**config.mk**
```make
export PLATFORM = sky130hd
export DESIGN_NAME = riscv_run_ctrl
export DESIGN_NICKNAME = d
export VERILOG_FILES = /design/src/rtl/riscv_run_pkg.sv /design/src/rtl/riscv_pc_hang_det.sv /design/src/rtl/riscv_run_ctrl.sv
export SDC_FILE = /design/constraint.sdc
export NUM_CORES = 1
export LEC_CHECK = 0
export CAP_MARGIN = 20
export CORE_MARGIN = 2
export CORE_UTILIZATION = 50
export DETAILED_ROUTE_END_ITERATION = 7
export PLACE_DENSITY = 0.85
export SKIP_LAST_GASP = 1
export SYNTH_ARGS = -nofsm -noshare
export SYNTH_HDL_FRONTEND = slang
export SYNTH_SLANG_ARGS = --single-unit
export TNS_END_PERCENT = 100
```
**constraint.sdc**
```tcl
create_clock -name clk -period 3.5 [get_ports clk]
set_input_delay 0.35 -clock clk [delete_from_list [all_inputs] [get_ports clk]]
set_output_delay 0.35 -clock clk [all_outputs]
set_load 0.1 [all_outputs]
```
**src/rtl/riscv_run_pkg.sv**
```systemverilog
// Shared types and constants for the RISC-V run controller.
package riscv_run_pkg;

    typedef enum logic [1:0] {IDLE, HOLD, RUN, DONE} run_state_t;
    typedef enum logic [1:0] {ST_OK, ST_A0_FAIL, ST_TIMEOUT, ST_HANG} run_status_t;

    localparam logic [31:0] ECALL_INSN = 32'h00000073;
    localparam logic [4:0]  A0_IDX     = 5'd10;

endpackage

```
**src/rtl/riscv_pc_hang_det.sv**
```systemverilog
// PC hang detector: counts consecutive valid fetches at an unchanged PC.
module riscv_pc_hang_det #(
    parameter int Bits        = 64,
    parameter int STALL_LIMIT = 8
) (
    input  logic            clk,
    input  logic            rst,
    input  logic            clr,
    input  logic            en,
    input  logic            inst_valid,
    input  logic [Bits-1:0] pc,
    output logic            hang
);

    localparam int RW = $clog2(STALL_LIMIT + 1);

    logic [Bits-1:0] last_pc;
    logic            last_vld;
    logic [RW-1:0]   rep;
    logic [RW-1:0]   rep_next;

    // The pulse is raised in the fetch that completes the run of repeats,
    // so the controller can stop on the following edge.
    always_comb begin
        rep_next = RW'(1);
        if (last_vld && pc == last_pc)
            rep_next = (rep == RW'(STALL_LIMIT)) ? rep : rep + RW'(1);
        hang = en && inst_valid && (rep_next == RW'(STALL_LIMIT));
    end

    always_ff @(posedge clk) begin
        if (rst || clr) begin
            last_pc  <= '0;
            last_vld <= 1'b0;
            rep      <= '0;
        end else if (en && inst_valid) begin
            last_pc  <= pc;
            last_vld <= 1'b1;
            rep      <= rep_next;
        end
    end

endmodule

```
**src/rtl/riscv_run_ctrl.sv**
```systemverilog
// Run controller: core reset sequencing, cycle/retire counting and
// end-of-run detection (ECALL halt, PC hang, cycle-budget timeout).
module riscv_run_ctrl
    import riscv_run_pkg::*;
#(
    parameter int              Bits        = 64,
    parameter int              N           = 32,
    parameter int              RST_CYCLES  = 2,
    parameter int              MAX_CYCLES  = 64,
    parameter int              STALL_LIMIT = 8,
    parameter logic [N-1:0]    HALT_INSN   = N'(ECALL_INSN),
    localparam int             CW          = $clog2(MAX_CYCLES + 1)
) (
    input  logic            clk,
    input  logic            rst,
    input  logic            start,
    input  logic            inst_valid,
    input  logic [N-1:0]    inst,
    input  logic [Bits-1:0] pc,
    input  logic            rf_we,
    input  logic [4:0]      rf_waddr,
    input  logic [Bits-1:0] rf_wdata,
    output logic            core_rst,
    output logic            running,
    output logic            done,
    output logic            pass,
    output logic [1:0]      status,
    output logic [CW-1:0]   cycle_count,
    output logic [CW-1:0]   retired_count,
    output logic [Bits-1:0] a0_value
);

    localparam int HW = $clog2(RST_CYCLES + 1);

    run_state_t      state;
    run_status_t     st;
    logic [HW-1:0]   hold_cnt;
    logic [Bits-1:0] a0_shadow;
    logic [Bits-1:0] a0_next;
    logic            a0_wr;
    logic            halt;
    logic            timeout;
    logic            hang;
    logic            launch;

    assign status = st;

    always_comb begin
        a0_wr   = rf_we && (rf_waddr == A0_IDX);
        a0_next = a0_wr ? rf_wdata : a0_shadow;
        halt    = inst_valid && (inst == HALT_INSN);
        timeout = (cycle_count == CW'(MAX_CYCLES - 1));
        launch  = start && (state == IDLE || state == DONE);
    end

    riscv_pc_hang_det #(
        .Bits        (Bits),
        .STALL_LIMIT (STALL_LIMIT)
    ) u_hang (
        .clk        (clk),
        .rst        (rst),
        .clr        (launch),
        .en         (state == RUN),
        .inst_valid (inst_valid),
        .pc         (pc),
        .hang       (hang)
    );

    always_ff @(posedge clk) begin
        if (rst) begin
            state         <= IDLE;
            st            <= ST_OK;
            core_rst      <= 1'b1;
            running       <= 1'b0;
            done          <= 1'b0;
            pass          <= 1'b0;
            hold_cnt      <= '0;
            cycle_count   <= '0;
            retired_count <= '0;
            a0_shadow     <= '0;
            a0_value      <= '0;
        end else begin
            case (state)
                IDLE, DONE: begin
                    if (launch) begin
                        state         <= HOLD;
                        st            <= ST_OK;
                        core_rst      <= 1'b1;
                        running       <= 1'b0;
                        done          <= 1'b0;
                        pass          <= 1'b0;
                        hold_cnt      <= '0;
                        cycle_count   <= '0;
                        retired_count <= '0;
                        a0_shadow     <= '0;
                        a0_value      <= '0;
                    end
                end
                HOLD: begin
                    if (hold_cnt == HW'(RST_CYCLES - 1)) begin
                        state    <= RUN;
                        core_rst <= 1'b0;
                        running  <= 1'b1;
                    end else begin
                        hold_cnt <= hold_cnt + HW'(1);
                    end
                end
                RUN: begin
                    if (cycle_count != CW'(MAX_CYCLES))
                        cycle_count <= cycle_count + CW'(1);
                    if (inst_valid && retired_count != '1)
                        retired_count <= retired_count + CW'(1);
                    if (a0_wr)
                        a0_shadow <= rf_wdata;
                    // Halt outranks hang, which outranks timeout; a0 is
                    // captured with the same-cycle x10 write folded in.
                    if (halt || hang || timeout) begin
                        state    <= DONE;
                        core_rst <= 1'b1;
                        running  <= 1'b0;
                        done     <= 1'b1;
                        a0_value <= a0_next;
                        pass     <= halt && (a0_next == '0);
                        if (halt)
                            st <= (a0_next == '0) ? ST_OK : ST_A0_FAIL;
                        else if (hang)
                            st <= ST_HANG;
                        else
                            st <= ST_TIMEOUT;
                    end
                end
                default: state <= IDLE;
            endcase
        end
    end

endmodule

```
After elaboration in Yosys (flattened, before gate mapping)
Cells that the tools add are included.

cells by class
  $add $sub $neg = 4
  eq/ne operators = 18
  mux-type cells = 35
  reductions and logical operators = 23

operators with widths
  operator                                        number
  case mux 64 bit (2 select lines)                2
  two-way mux 64 bit                              3
  == test 64 bit                                  1
  logical NOT 64 bit                              1
  == test 32 x 7 -> 1 bit, second input constant  1
  case mux 7 bit (2 select lines)                 2
  two-way mux 7 bit                               3
  AND reduction 3 bit                             5
  adder 7 x 1 -> 7 bit, second input constant     2
  two-way mux 2 bit                               7
  inequality test 7 bit, second input constant    2
  inequality test 2 bit, second input constant    5
  two-way mux 1 bit                               9
  == test 4 bit, second input constant            2
  logical AND 1 bit                               8
  two-way mux 4 bit                               2
  case mux 2 bit (2 select lines)                 2
  == test 7 x 6 -> 1 bit, second input constant   1
  case mux 1 bit (3 select lines)                 2
  case mux 2 bit (3 select lines)                 1
  == test 5 x 4 -> 1 bit, second input constant   1
  adder 4 x 1 -> 4 bit, second input constant     1
  == test 2 x 1 -> 1 bit, second input constant   2
  == test 2 bit, second input constant            2
  other kinds (8)                                 13

storage, ports and cells
  flip-flop bits (word level) = 221
  input port bits = 170
  output and inout port bits = 84
  word-level logic and storage cells = 94

Longest topological paths before layout
Gate-level depths: netlist (run 1).

  depth in word-level cells = 9
  gate-level depth with buffers = 11
  gate-level depth less buffers = 9

Modules after synthesis
A second synthesis (run 1) with hierarchy kept.

second synthesis, totals
  cells, all modules = 1,432
  area, all modules = 10,651.5 µm²

by module, submodules not included
  module             times used  cells each  area an instance (µm²)  sequential area each (µm²)
  riscv_run_ctrl     1           1,009       7,394.6                 3,042.9
  riscv_pc_hang_det  1           423         3,256.9                 1,381.3

Least setup slack after synthesis (run 1)
Ideal clock, no wire load.

  path type = register to register
  start = register cycle_count[1]
  end = register a0_value[10]
  setup time = 72 ps
  arrival time = 2,702 ps
  required time = 3,428 ps
  setup slack = 727 ps
  cell stages (with the launch flop) = 10
  buffers on the path = 2
  period minus slack after synthesis = 2,773 ps
  path through = dfxtp_1 -> ha_1 -> inv_1 -> or4_1 -> nand2_1 -> nor2_1 -> a21oi_4 -> buf_12 -> buf_12 -> mux2i_1

between the ends
  word-level cells in the longest chain between the ends = 4

RTL lines
  item                                    line                   RTL
  start, declared                         riscv_run_ctrl.sv:28   output logic [CW-1:0] cycle_count,
  start signal, assigned                  riscv_run_ctrl.sv:110  cycle_count <= cycle_count + CW'(1);
  == test 7 x 6 -> 1 bit                  riscv_run_ctrl.sv:52   timeout = (cycle_count == CW'(MAX_CYCLES - 1));
  logical OR 1 bit                        riscv_run_ctrl.sv:117  if (halt || hang || timeout) begin
  inequality test 2 bit (no source line)  n/a
  AND reduction 3 bit (no source line)    n/a
  end signal, assigned                    riscv_run_ctrl.sv:122  a0_value <= a0_next;
  end, declared                           riscv_run_ctrl.sv:30   output logic [Bits-1:0] a0_value

No other way between the ends.
A chain may end at the register's enable or synchronous reset.

Worst setup path after layout (run 1)
  start = input port pc[9]
  end = register a0_value[44]

between the ends
  word-level cells in the longest chain between the ends = 9

RTL lines
  item                                    line                     RTL
  start, declared                         riscv_run_ctrl.sv:19     input logic [Bits-1:0] pc,
  == test 64 bit                          riscv_pc_hang_det.sv:26  if (last_vld && pc == last_pc)
  logical AND 1 bit                       riscv_pc_hang_det.sv:26
  two-way mux 4 bit                       riscv_pc_hang_det.sv:26
  == test 4 bit                           riscv_pc_hang_det.sv:28  hang = en && inst_valid && (rep_next == RW'(STALL_LIMIT));
  logical AND 1 bit                       riscv_pc_hang_det.sv:28
  logical OR 1 bit (2 in a row)           riscv_run_ctrl.sv:117
  inequality test 2 bit (no source line)  n/a
  AND reduction 3 bit (no source line)    n/a

No other way between the ends.

==> qor.csv, run 1 <==
stage,metric,value,unit
clock_network,clk_pin_slew,0.06,ns
place,gp_congestion,0.875,
floorplanning,dieArea,22200,um^2
timing,finalCritPeriodShare,0.876,
detailed_routing,drtIter0Drc,678,
detailed_routing,post_drt_wl_per_cell,17.1,um
clock_network,cts-root-buf,clkbuf_16,
yosys,synth_area_leaders,"dfxtp_1 42%, nand2_1 7.3%, mux2_2 7.0%, mux2i_1 6.6%, nand2b_1 4.8%",
detailed_routing,wl,29.5,mm
critical_path,max_stage_delay,0.63,ns
yosys,netlist_area,10500,um^2
place,dp.cells,1687,
floorplanning,start_util,0.506,
clock_network,htree_num_levels,1,
global_route,grt_pass1_vias,9166,
clock_network,post-cts-setup-buffers,0,
hold_path,min_path_type,in2reg,
yosys,synth_nets,1386,
yosys,synth_area_per_cell,8.72,um^2
critical_path,critPathSlowestCell,a2111oi_0,
yosys,synth_seq_cells,221,
layout,fin_nets,1616,
global_route,grt_pass1_wl,46.4,mm
floorplanning,die_h,149,um
power_and_ir_drop,ir_worst_vdd,0.000336,V
detailed_routing,route.detailed.drc,0,
critical_path,cp-start-kind,input pin,
layout,synthToLayoutAreaGrowth,33.0,%
floorplanning,coreArea,20800,um^2
yosys,synthCells,1207,
clock_network,cts_buffers,23,
global_route,grtUsageMet3,0.0642,
critical_path,cp.arrival,3.50,ns
clock_network,cts_resized,0,
critical_path,crit_buf_inv,3,
timing,hold_viol_final,0,
place,hpwl,21.2,mm
timing,slew_headroom,0.266,
clock_network,postCtsHoldBufs,0,
power_and_ir_drop,powerDensity,503,nW/um^2
yosys,async_flop_share,0,
yosys,ys_warn_count,0,
yosys,synth_edf_count,0,
yosys,ys.flop_type,dfxtp_1,
floorplanning,fp.dieW,149,um
clock_network,cts_sinks,221,
timing,finClkSkew,0.00884,ns
detailed_routing,vias,9407,
detailed_routing,drtAntennaViolNets,0,
layout,stdcell_count,1726,
place,placed_cell_area,13300,um^2
detailed_routing,routed_via_density,5.45,
place,io_buffers,253,
timing,setup_viol,0,
floorplanning,floorplan.rows,53,
critical_path,crit_path_max_fanout,18,
timing,rsz0062_at_grt,no,
timing,worstMarginPinSlew,1.10,ns
timing,finalSetupTns,0,ns
layout,fin_area,14000,um^2
power_and_ir_drop,cellLeakagePower,0.00491,uW
clock_network,clock_latency,0.51,ns
critical_path,path_cells,clkdlybuf4s50_1 -> nor2b_1 -> a2111oi_0 -> nand4_1 -> or4_4 -> or3_4 -> a21oi_4 -> buf_12 -> buf_12 -> mux2i_1,
global_route,use_met1,0.323,
critical_path,critical_path_required,3.93,ns
global_route,overflow,0,
global_route,antenna_found_initial,3,
floorplanning,ioPinCount,254,
critical_path,cp_top_family,simple AND/OR/NAND/NOR gates,
timing,layout_min_cycle_time,3.07,ns
global_route,busiest_layer,met2,
clock_network,clock_path_buffers,3,
critical_path,cp-end-kind,flop,
yosys,synthDistinctLibCells,53,
timing,fin_hold_ws,0.427,ns
layout,drive_gt1_frac,0.0953,
run,cap_violations,0,
critical_path,cp_common_cell,buf_12,
status,status,finished clean,
timing,fmax,326,MHz
global_route,grt_max_degree,104,
yosys,synth_area_leader_cell,dfxtp_1,
detailed_routing,drt_pass1_iterations,5,
timing,drv_slew,0,
global_route,track_usage,0.256,
critical_path,critPathKind,in2reg,
global_route,met2_usage,0.424,
clock_network,cts_tree,yes,
yosys,seq_area_frac_synth,0.420,
yosys,synth_top_area_share,0.420,
final cells by class:
cell class | instances | area (um^2)
Antenna cell | 3 | 7.51
Fill cell | 1637 | 6820
Multi-Input combinational cell | 890 | 5650
Inverter | 20 | 75.1
Clock inverter | 3 | 18.8
Tap cell | 275 | 344
Clock buffer | 33 | 673
Timing Repair Buffer | 281 | 2800
Sequential cell | 221 | 4420
sequential cells by signal, indices dropped and copies added, names as in the netlist:
signal and cells:
pass 1, done 1, running 1, u_hang.rep 4, a0_value 64, hold_cnt 2, a0_shadow 64, status 2
core_rst 1, cycle_count 7, retired_count 7, state 2, u_hang.last_pc 64, u_hang.last_vld 1
where the power goes:
part / switching, uW / internal (uW)
combinational: 1220 / 869
sequential: 56.0 / 2590
clock: 975 / 1320
total: 2250 / 4780
through the flow:
step	utilization	total power [uW]	setup WS, ns
floorplan	-	4230	0.727
global placement	0.639	4740	0.0568
detailed placement	0.639	4770	-0.0865
CTS	0.672	7060	0.411
global route	0.672	7310	0.271
finish	0.672	7040	0.435
worst register-to-register path: stages, from the launching register on:
cell and delay [ns]:
dfxtp_1 0.32, nor2b_1 0.13, a2111oi_0 0.61, nand4_1 0.18
or4_4 0.58, or3_4 0.44, a21oi_4 0.18, buf_12 0.17
buf_12 0.18, mux2i_1 0.21
synthesized netlist by cell type (2+ instances only):
cell type  number
nor2b_1        15
xnor2_1        42
inv_1          20
nor2_1        102
a2111o_1        2
or4_1           3
o211ai_1        3
and3_1          4
o21ai_1         2
buf_12          7
or3_1           5
o22ai_1         3
and2_1          3
nand3_1         7
a22oi_1        64
nor3_1         11
clkbuf_1       61
o2111ai_1       4
mux2i_1        69
mux2_2         65
nand2b_1       81
dfxtp_1       221
nand4_1        25
a221oi_1        3
nor3b_1         2
ha_1            9
nor4bb_1        2
o32ai_1         2
nor4_1         36
a31oi_1         2
xor2_1         10
buf_1           8
a2111oi_0       2
a21oi_1        79
nand2_1       206
o21ai_0        10
cell families after synthesis:
group	after synthesis	share of synthesized area
AO/OA/AOI/OAI	184	0.113
adder cells (fa/ha/maj)	9	0.0107
buffers and inverters	96	0.0450
flip-flops	221	0.420
multiplexers	135	0.136
XOR/XNOR	52	0.0433
AND/OR/NAND/NOR	510	0.231
worst paths after layout:
path                              startpoint                         endpoint  slack (ns)  depth (start not counted)
min reg2reg  u_hang.last_pc[20]$_SDFFE_PP0P_  u_hang.last_pc[20]$_SDFFE_PP0P_        0.46                          2
max                                    pc[9]        a0_value[44]$_SDFFE_PP0P_        0.43                         10
max reg2reg   u_hang.last_pc[7]$_SDFFE_PP0P_        a0_value[44]$_SDFFE_PP0P_        0.43                          9
min                                   pc[27]  u_hang.last_pc[27]$_SDFFE_PP0P_        0.43                          3
metal layers:
metal / wire (um) / vias to the layer above
met2: 14100 / 321
li1: - / 4649
met4: 909 / 0
met1: 12200 / 4377
met3: 2300 / 60
met5: 0 / -
placed cells by master, fill, tap and decap left out, types with 11 or more instances in the layout:
cell type        instances
nand2_1                205
nor4_1                  36
clkbuf_16               23
nand2b_1                81
mux2i_1                 69
nor2b_1                 14
mux2_2                  65
clkdlybuf4s50_1        252
dfxtp_1                221
nor2_1                 102
buf_4                   24
xnor2_1                 42
a21oi_1                 79
inv_1                   20
a22oi_1                 64
nand4_1                 25
nor3_1                  11
Power figures use the tool's default switching activity.
==> inputs of run 2 (changes only) <==
ABC_AREA = 1   (was not set)
CORE_UTILIZATION = 51   (was 50)
PLACE_DENSITY = 0.86   (was 0.85)
==> qor.csv, run 2 <==
stage,metric,value,unit
global_route,grt_pass1_vias,11087,
yosys,synth_top_family_by_area,simple AND/OR/NAND/NOR gates,
detailed_routing,drtIter0Drc,914,
global_route,track_usage,0.268,
timing,hold_viol_final,0,
yosys,netlist_area,11300,um^2
detailed_routing,vias,11793,
yosys,synthDistinctLibCells,37,
layout,fin_nets,2128,
timing,drv_slew,0,
critical_path,cp-end-kind,flop,
floorplanning,start_util,0.519,
clock_network,clock_path_buffers,3,
yosys,synth_area_per_cell,6.52,um^2
power_and_ir_drop,internal_power,4960,uW
hold_path,hold-path-endpoint,a0_value[37]$_SDFFE_PP0P_,
run,cap_violations,0,
timing,layout_min_cycle_time,2.67,ns
timing,finClkSkew,0.00785,ns
yosys,synth_fa_ha_area_frac,0.00993,
yosys,synth_area_leader_cell,dfxtp_1,
hold_path,hold_depth,2,
layout,stdcell_count,2247,
power_and_ir_drop,powerDensity,550,nW/um^2
floorplanning,dieArea,23400,um^2
floorplanning,coreArea,21800,um^2
detailed_routing,routed_via_density,5.25,
clock_network,cts_resized,0,
hold_path,min_path_type,in2reg,
status,status,finished clean,
global_route,antenna_found_initial,1,
floorplanning,die_h,153,um
clock_network,cts-root-buf,clkbuf_16,
critical_path,cp.arrival,3.10,ns
floorplanning,floorplan.rows,54,
critical_path,reg2regPathDepth,9,
place,hpwl,22.2,mm
yosys,seq_area_frac_synth,0.390,
layout,largestRegisters,"a0_shadow: 64 flops, a0_value: 64 flops, u_hang.last_pc: 64 flops",
yosys,synth.most_common_cell,nand2_1,
yosys,synth_seq_cells,221,
yosys,synth_simple_gate_area_frac,0.321,
layout,layout_commonest_cell,nand2_1,
power_and_ir_drop,seq_power_share,0.339,
critical_path,rrSetupSlack,0.83,ns
timing,fmax,375,MHz
detailed_routing,route.detailed.drc,0,
layout,mostFrequentLayoutCells,"551 x nand2_1, 252 x clkdlybuf4s50_1, 221 x dfxtp_1",
global_route,grt_pass1_wl,52.9,mm
critical_path,path_cells,inv_1 -> ha_1 -> inv_2 -> a31oi_1 -> nand3_2 -> nand2_4 -> buf_4 -> nand2_1 -> a21oi_2,
place,gp_congestion,0.891,
power_and_ir_drop,p_clk_frac,0.314,
clock_network,cts_sinks,221,
critical_path,critPathKind,reg2reg,
critical_path,crit_buf_inv,3,
timing,finalCritPeriodShare,0.762,
critical_path,max_stage_delay,0.62,ns
floorplanning,ioPinCount,254,
hold_path,hp-start,rst,
critical_path,crit_path_max_fanout,68,
yosys,synth_top_area_share,0.390,
yosys,synth_nets,1918,
global_route,overflow,0,
layout,drive_gt1_frac,0.0875,
timing,setup_viol,0,
critical_path,rr_endpoint,a0_value[23]$_SDFFE_PP0P_,
yosys,synth-xor-area-share,0.0131,
power_and_ir_drop,p_comb_frac,0.346,
clock_network,clock_latency,0.51,ns
yosys,synth_area_leaders,"dfxtp_1 39%, nand2_1 18%, a21oi_1 9.2%, inv_1 5.6%, nor2_1 5.3%",
clock_network,cts_buffers,24,
layout,final.fill_count,1776,
timing,slew_headroom,0.249,
place,dp.cells,2203,
yosys,ys.flop_type,dfxtp_1,
power_and_ir_drop,ir_worst_vdd,0.000465,V
timing,rsz0062_at_grt,no,
yosys,ys_top_cells_by_count,"552 x nand2_1, 221 x dfxtp_1, 209 x a21oi_1",
detailed_routing,wl,32.6,mm
power_and_ir_drop,swShare,0.391,
floorplanning,fp.dieW,153,um
clock_network,postCtsHoldBufs,0,
yosys,ys_warn_count,0,
layout,register_area,4420,um^2
power_and_ir_drop,p_sw,3180,uW
yosys,synthCells,1739,
clock_network,post-cts-setup-buffers,0,
critical_path,critical_path_required,3.93,ns
timing,finalSetupTns,0,ns
critical_path,timing.rr.start,state[0]$_SDFFE_PP0P_,
power_and_ir_drop,cellLeakagePower,0.00577,uW
detailed_routing,drt_pass1_iterations,5,
yosys,synth_compound_area_frac,0.168,
critical_path,cp_top_family,buffers and inverters,
detailed_routing,post_drt_wl_per_cell,14.5,um
yosys,async_flop_share,0,
timing,worstMarginPinSlew,1.13,ns
critical_path,critPathSlowestCell,buf_4,
critical_path,cp-start-kind,flop,
clock_network,clk_pin_slew,0.06,ns
layout,synthToLayoutAreaGrowth,30.5,%
clock_network,htree_num_levels,1,
detailed_routing,drtAntennaViolNets,0,
yosys,synthMuxAreaShare,0,
global_route,grt_max_degree,98,
yosys,synth_edf_count,0,
clock_network,cts_tree,yes,
place,io_buffers,253,
layout,multi_input_area,5810,um^2
run 2: kinds of logic (layout without fill, tap and decap cells):
logic type,Yosys count,in the layout
and+or+nand+nor,875,875
AOI/OAI and AO/OA,346,346
buffers and inverters,271,498
DFF,221,221
xor gates and xnor gates,17,17
adders and majority gates,9,9
other,0,1
run 2: layer usage:
metal	vias up	part of all wire	GRT usage
met5	-	0	0
met4	0	0.031	0.0961
met3	76	0.082	0.0408
met2	456	0.47	0.451
met1	5343	0.42	0.350
li1	5918	-	-
run 2: layout make-up:
| cell class | count | area share |
|---|---|---|
| Timing Repair Buffer | 270 | 0.183 |
| Clock buffer | 37 | 0.0501 |
| Antenna cell | 1 | 0.000169 |
| Multi-Input combinational cell | 1247 | 0.393 |
| Tap cell | 280 | 0.0237 |
| Clock inverter | 6 | 0.00406 |
| Inverter | 185 | 0.0470 |
| Sequential cell | 221 | 0.299 |
run 2: worst max-delay path by stage:
stage | from | endpoint | depth (start not counted)
2_1_floorplan | cycle_count[1]$_SDFFE_PP0P_ | a0_value[43]$_SDFFE_PP0P_ | 10
3_3_place_gp | pc[3] | a0_value[13]$_SDFFE_PP0P_ | 16
3_5_place_dp | pc[3] | a0_value[13]$_SDFFE_PP0P_ | 16
4_1_cts | state[0]$_SDFFE_PP0P_ | a0_value[23]$_SDFFE_PP0P_ | 9
5_1_grt | u_hang.rep[0]$_SDFFE_PP0P_ | a0_value[23]$_SDFFE_PP0P_ | 12
6_report | state[0]$_SDFFE_PP0P_ | a0_value[23]$_SDFFE_PP0P_ | 9
run 2: per-stage QoR:
stage | setup WS [ns] | hold WS (ns) | utilization | instance area (um^2) | power [uW]
floorplan | 1.10 | 0.427 | - | 11300 | 4870
global placement | 0.622 | 0.434 | 0.641 | 14000 | 5540
detailed placement | 0.522 | 0.437 | 0.641 | 14000 | 5590
CTS | 0.866 | 0.313 | 0.678 | 14800 | 8140
global route | 0.663 | 0.347 | 0.678 | 14800 | 8530
finish | 0.834 | 0.333 | 0.678 | 14800 | 8140
run 2: power groups by stage:
stage | Combinational [uW] | Clock (uW) | Sequential [uW]
finish | 2820 | 2560 | 2760
global route | 3070 | 2690 | 2780
CTS | 2790 | 2590 | 2760
floorplan | 1790 | 0 | 3080
detailed placement | 2780 | 0 | 2820
global placement | 2730 | 0 | 2810
==> inputs of run 3 (changes only) <==
CORE_UTILIZATION = 46   (was 51)
PLACE_DENSITY = 0.82   (was 0.86)
clock period = 2.4 ns   (was 3.5 ns; I/O delays follow)
==> qor.csv, run 3 (same netlist as run 2, synthesis figures left out) <==
stage,metric,value,unit
floorplanning,floorplan.rows,57,
timing,setup_viol,0,
clock_network,post-cts-setup-buffers,0,
global_route,use_met1,0.324,
detailed_routing,drt_pass1_iterations,7,
global_route,track_usage,0.249,
status,status,finished clean,
global_route,antenna_found_initial,0,
place,hpwl,23.7,mm
run,cap_violations,0,
timing,layout_setup_ws,0.165,ns
critical_path,critPathSlowestCell,dfxtp_1,
global_route,met2_usage,0.421,
timing,rsz0062_at_grt,no,
floorplanning,coreArea,24200,um^2
timing,layout_min_cycle_time,2.23,ns
critical_path,critPathKind,reg2reg,
timing,slew_headroom,0.489,
hold_path,min_path_type,in2reg,
floorplanning,ioPinCount,254,
detailed_routing,routed_via_density,5.14,
global_route,grt_pass1_vias,11308,
critical_path,cp_top_family,simple AND/OR/NAND/NOR gates,
detailed_routing,route.detailed.drc,0,
place,pre_cts_slack,-0.131,ns
timing,drv_slew,0,
layout,fin_area,15200,um^2
layout,fin_util,0.628,
layout,drive_gt1_frac,0.162,
clock_network,cts_buffers,25,
place,io_buffers,253,
detailed_routing,vias,12137,
clock_network,cts_sinks,221,
clock_network,htree_num_levels,1,
critical_path,cp-start-kind,flop,
timing,hold_viol_final,0,
timing,finClkSkew,0.0186,ns
detailed_routing,drtIter0Drc,951,
critical_path,critical_path_required,2.84,ns
place,gp_congestion,0.887,
floorplanning,fp.dieW,161,um
clock_network,cts-root-buf,clkbuf_16,
critical_path,crit_path_max_fanout,34,
timing,fmax,447,MHz
global_route,busiest_layer,met2,
clock_network,cts_tree,yes,
clock_network,clock_latency,0.53,ns
floorplanning,die_h,161,um
timing,finalCritPeriodShare,0.931,
critical_path,cp-end-kind,flop,
critical_path,path_cells,inv_1 -> ha_1 -> nand2_1 -> nor2_1 -> xor2_1 -> nor3_2 -> nand4_2 -> nand3_2 -> nand2_4 -> buf_4 -> nand2_1 -> a21oi_2,
clock_network,clock_path_buffers,3,
floorplanning,dieArea,25900,um^2
global_route,grtUsageMet3,0.0339,
global_route,grt_max_degree,74,
layout,synthToLayoutAreaGrowth,34.3,%
global_route,overflow,0,
detailed_routing,wl,33.8,mm
layout,layout_commonest_cell,nand2_1,
layout,multi_input_area,5820,um^2
power_and_ir_drop,cellLeakagePower,0.00630,uW
timing,fin_hold_ws,0.311,ns
critical_path,cp.arrival,2.68,ns
critical_path,max_stage_delay,0.38,ns
layout,final.fill_count,2136,
power_and_ir_drop,ir_worst_vdd,0.000705,V
place,placed_cell_area,14400,um^2
detailed_routing,post_drt_wl_per_cell,14.3,um
layout,mostFrequentLayoutCells,"551 x nand2_1, 221 x dfxtp_1, 208 x a21oi_1",
critical_path,crit_buf_inv,2,
detailed_routing,drtAntennaViolNets,0,
timing,worstMarginPinSlew,0.766,ns
critical_path,cp_common_cell,nand2_1,
layout,largestRegisters,"a0_shadow: 64 flops, a0_value: 64 flops, u_hang.last_pc: 64 flops",
clock_network,clk_pin_slew,0.06,ns
layout,register_area,4420,um^2
power_and_ir_drop,powerDensity,796,nW/um^2
layout,fin_nets,2197,
floorplanning,start_util,0.468,
global_route,grt_pass1_wl,53.6,mm
[run 3: worst register-to-register path, cell delays in order, from the launching register on]
cell     delay (ns)
dfxtp_1        0.38
inv_1          0.09
ha_1           0.19
nand2_1        0.08
nor2_1         0.05
xor2_1         0.24
nor3_2         0.09
nand4_2        0.13
nand3_2        0.11
nand2_4        0.10
buf_4          0.37
nand2_1        0.16
a21oi_2        0.16
[run 3: layout make-up]
class,instances,area share
antenna,1,0.000164
inverter,185,0.0457
sequential,221,0.291
tap,324,0.0266
clock inverter,14,0.00838
timing repair buffer,338,0.201
multi-input combinational,1247,0.382
clock buffer,32,0.0454
[run 3: report_power, final]
group          internal (uW)  switching, uW  total, uW
clock                   2250           1540       3800
combinational           1220           3060       4290
sequential              3900            132       4030
total                   7380           4740      12100
[run 3: metrics by stage]
step                      cells  power [uW]  setup TNS (ns)
after floorplan            1739        7100               0
final                      2362       12100               0
after CTS                  2361       12100               0
after global routing       2361       12700               0
after global placement     2314        8260          -0.740
after detailed placement   2314        8330           -4.20
[run 3: timing repair]
item / 4_1_cts / 5_1_grt
resized for setup: 0 / 1
endpoints found under the hold margin: 3 / 0
setup endpoints to repair: 0 / 5
hold buffers: 1 / 0
[run 3: worst paths after layout]
path                                   start                              end  slack, ns  cells past startpoint
setup reg to reg  u_hang.rep[0]$_SDFFE_PP0P_        a0_value[30]$_SDFFE_PP0P_       0.17                     12
hold / removal                        pc[45]  u_hang.last_pc[45]$_SDFFE_PP0P_       0.31                      3
hold reg to reg         running$_SDFFE_PP0P_             running$_SDFFE_PP0P_       0.45                      2
setup / recovery  u_hang.rep[0]$_SDFFE_PP0P_        a0_value[30]$_SDFFE_PP0P_       0.17                     12
[run 3: routing by layer]
layer  wire [um]  vias up
met5           0        -
li1            -     6064
met2       15900      460
met4        1130        0
met3        2330       73
met1       14400     5540
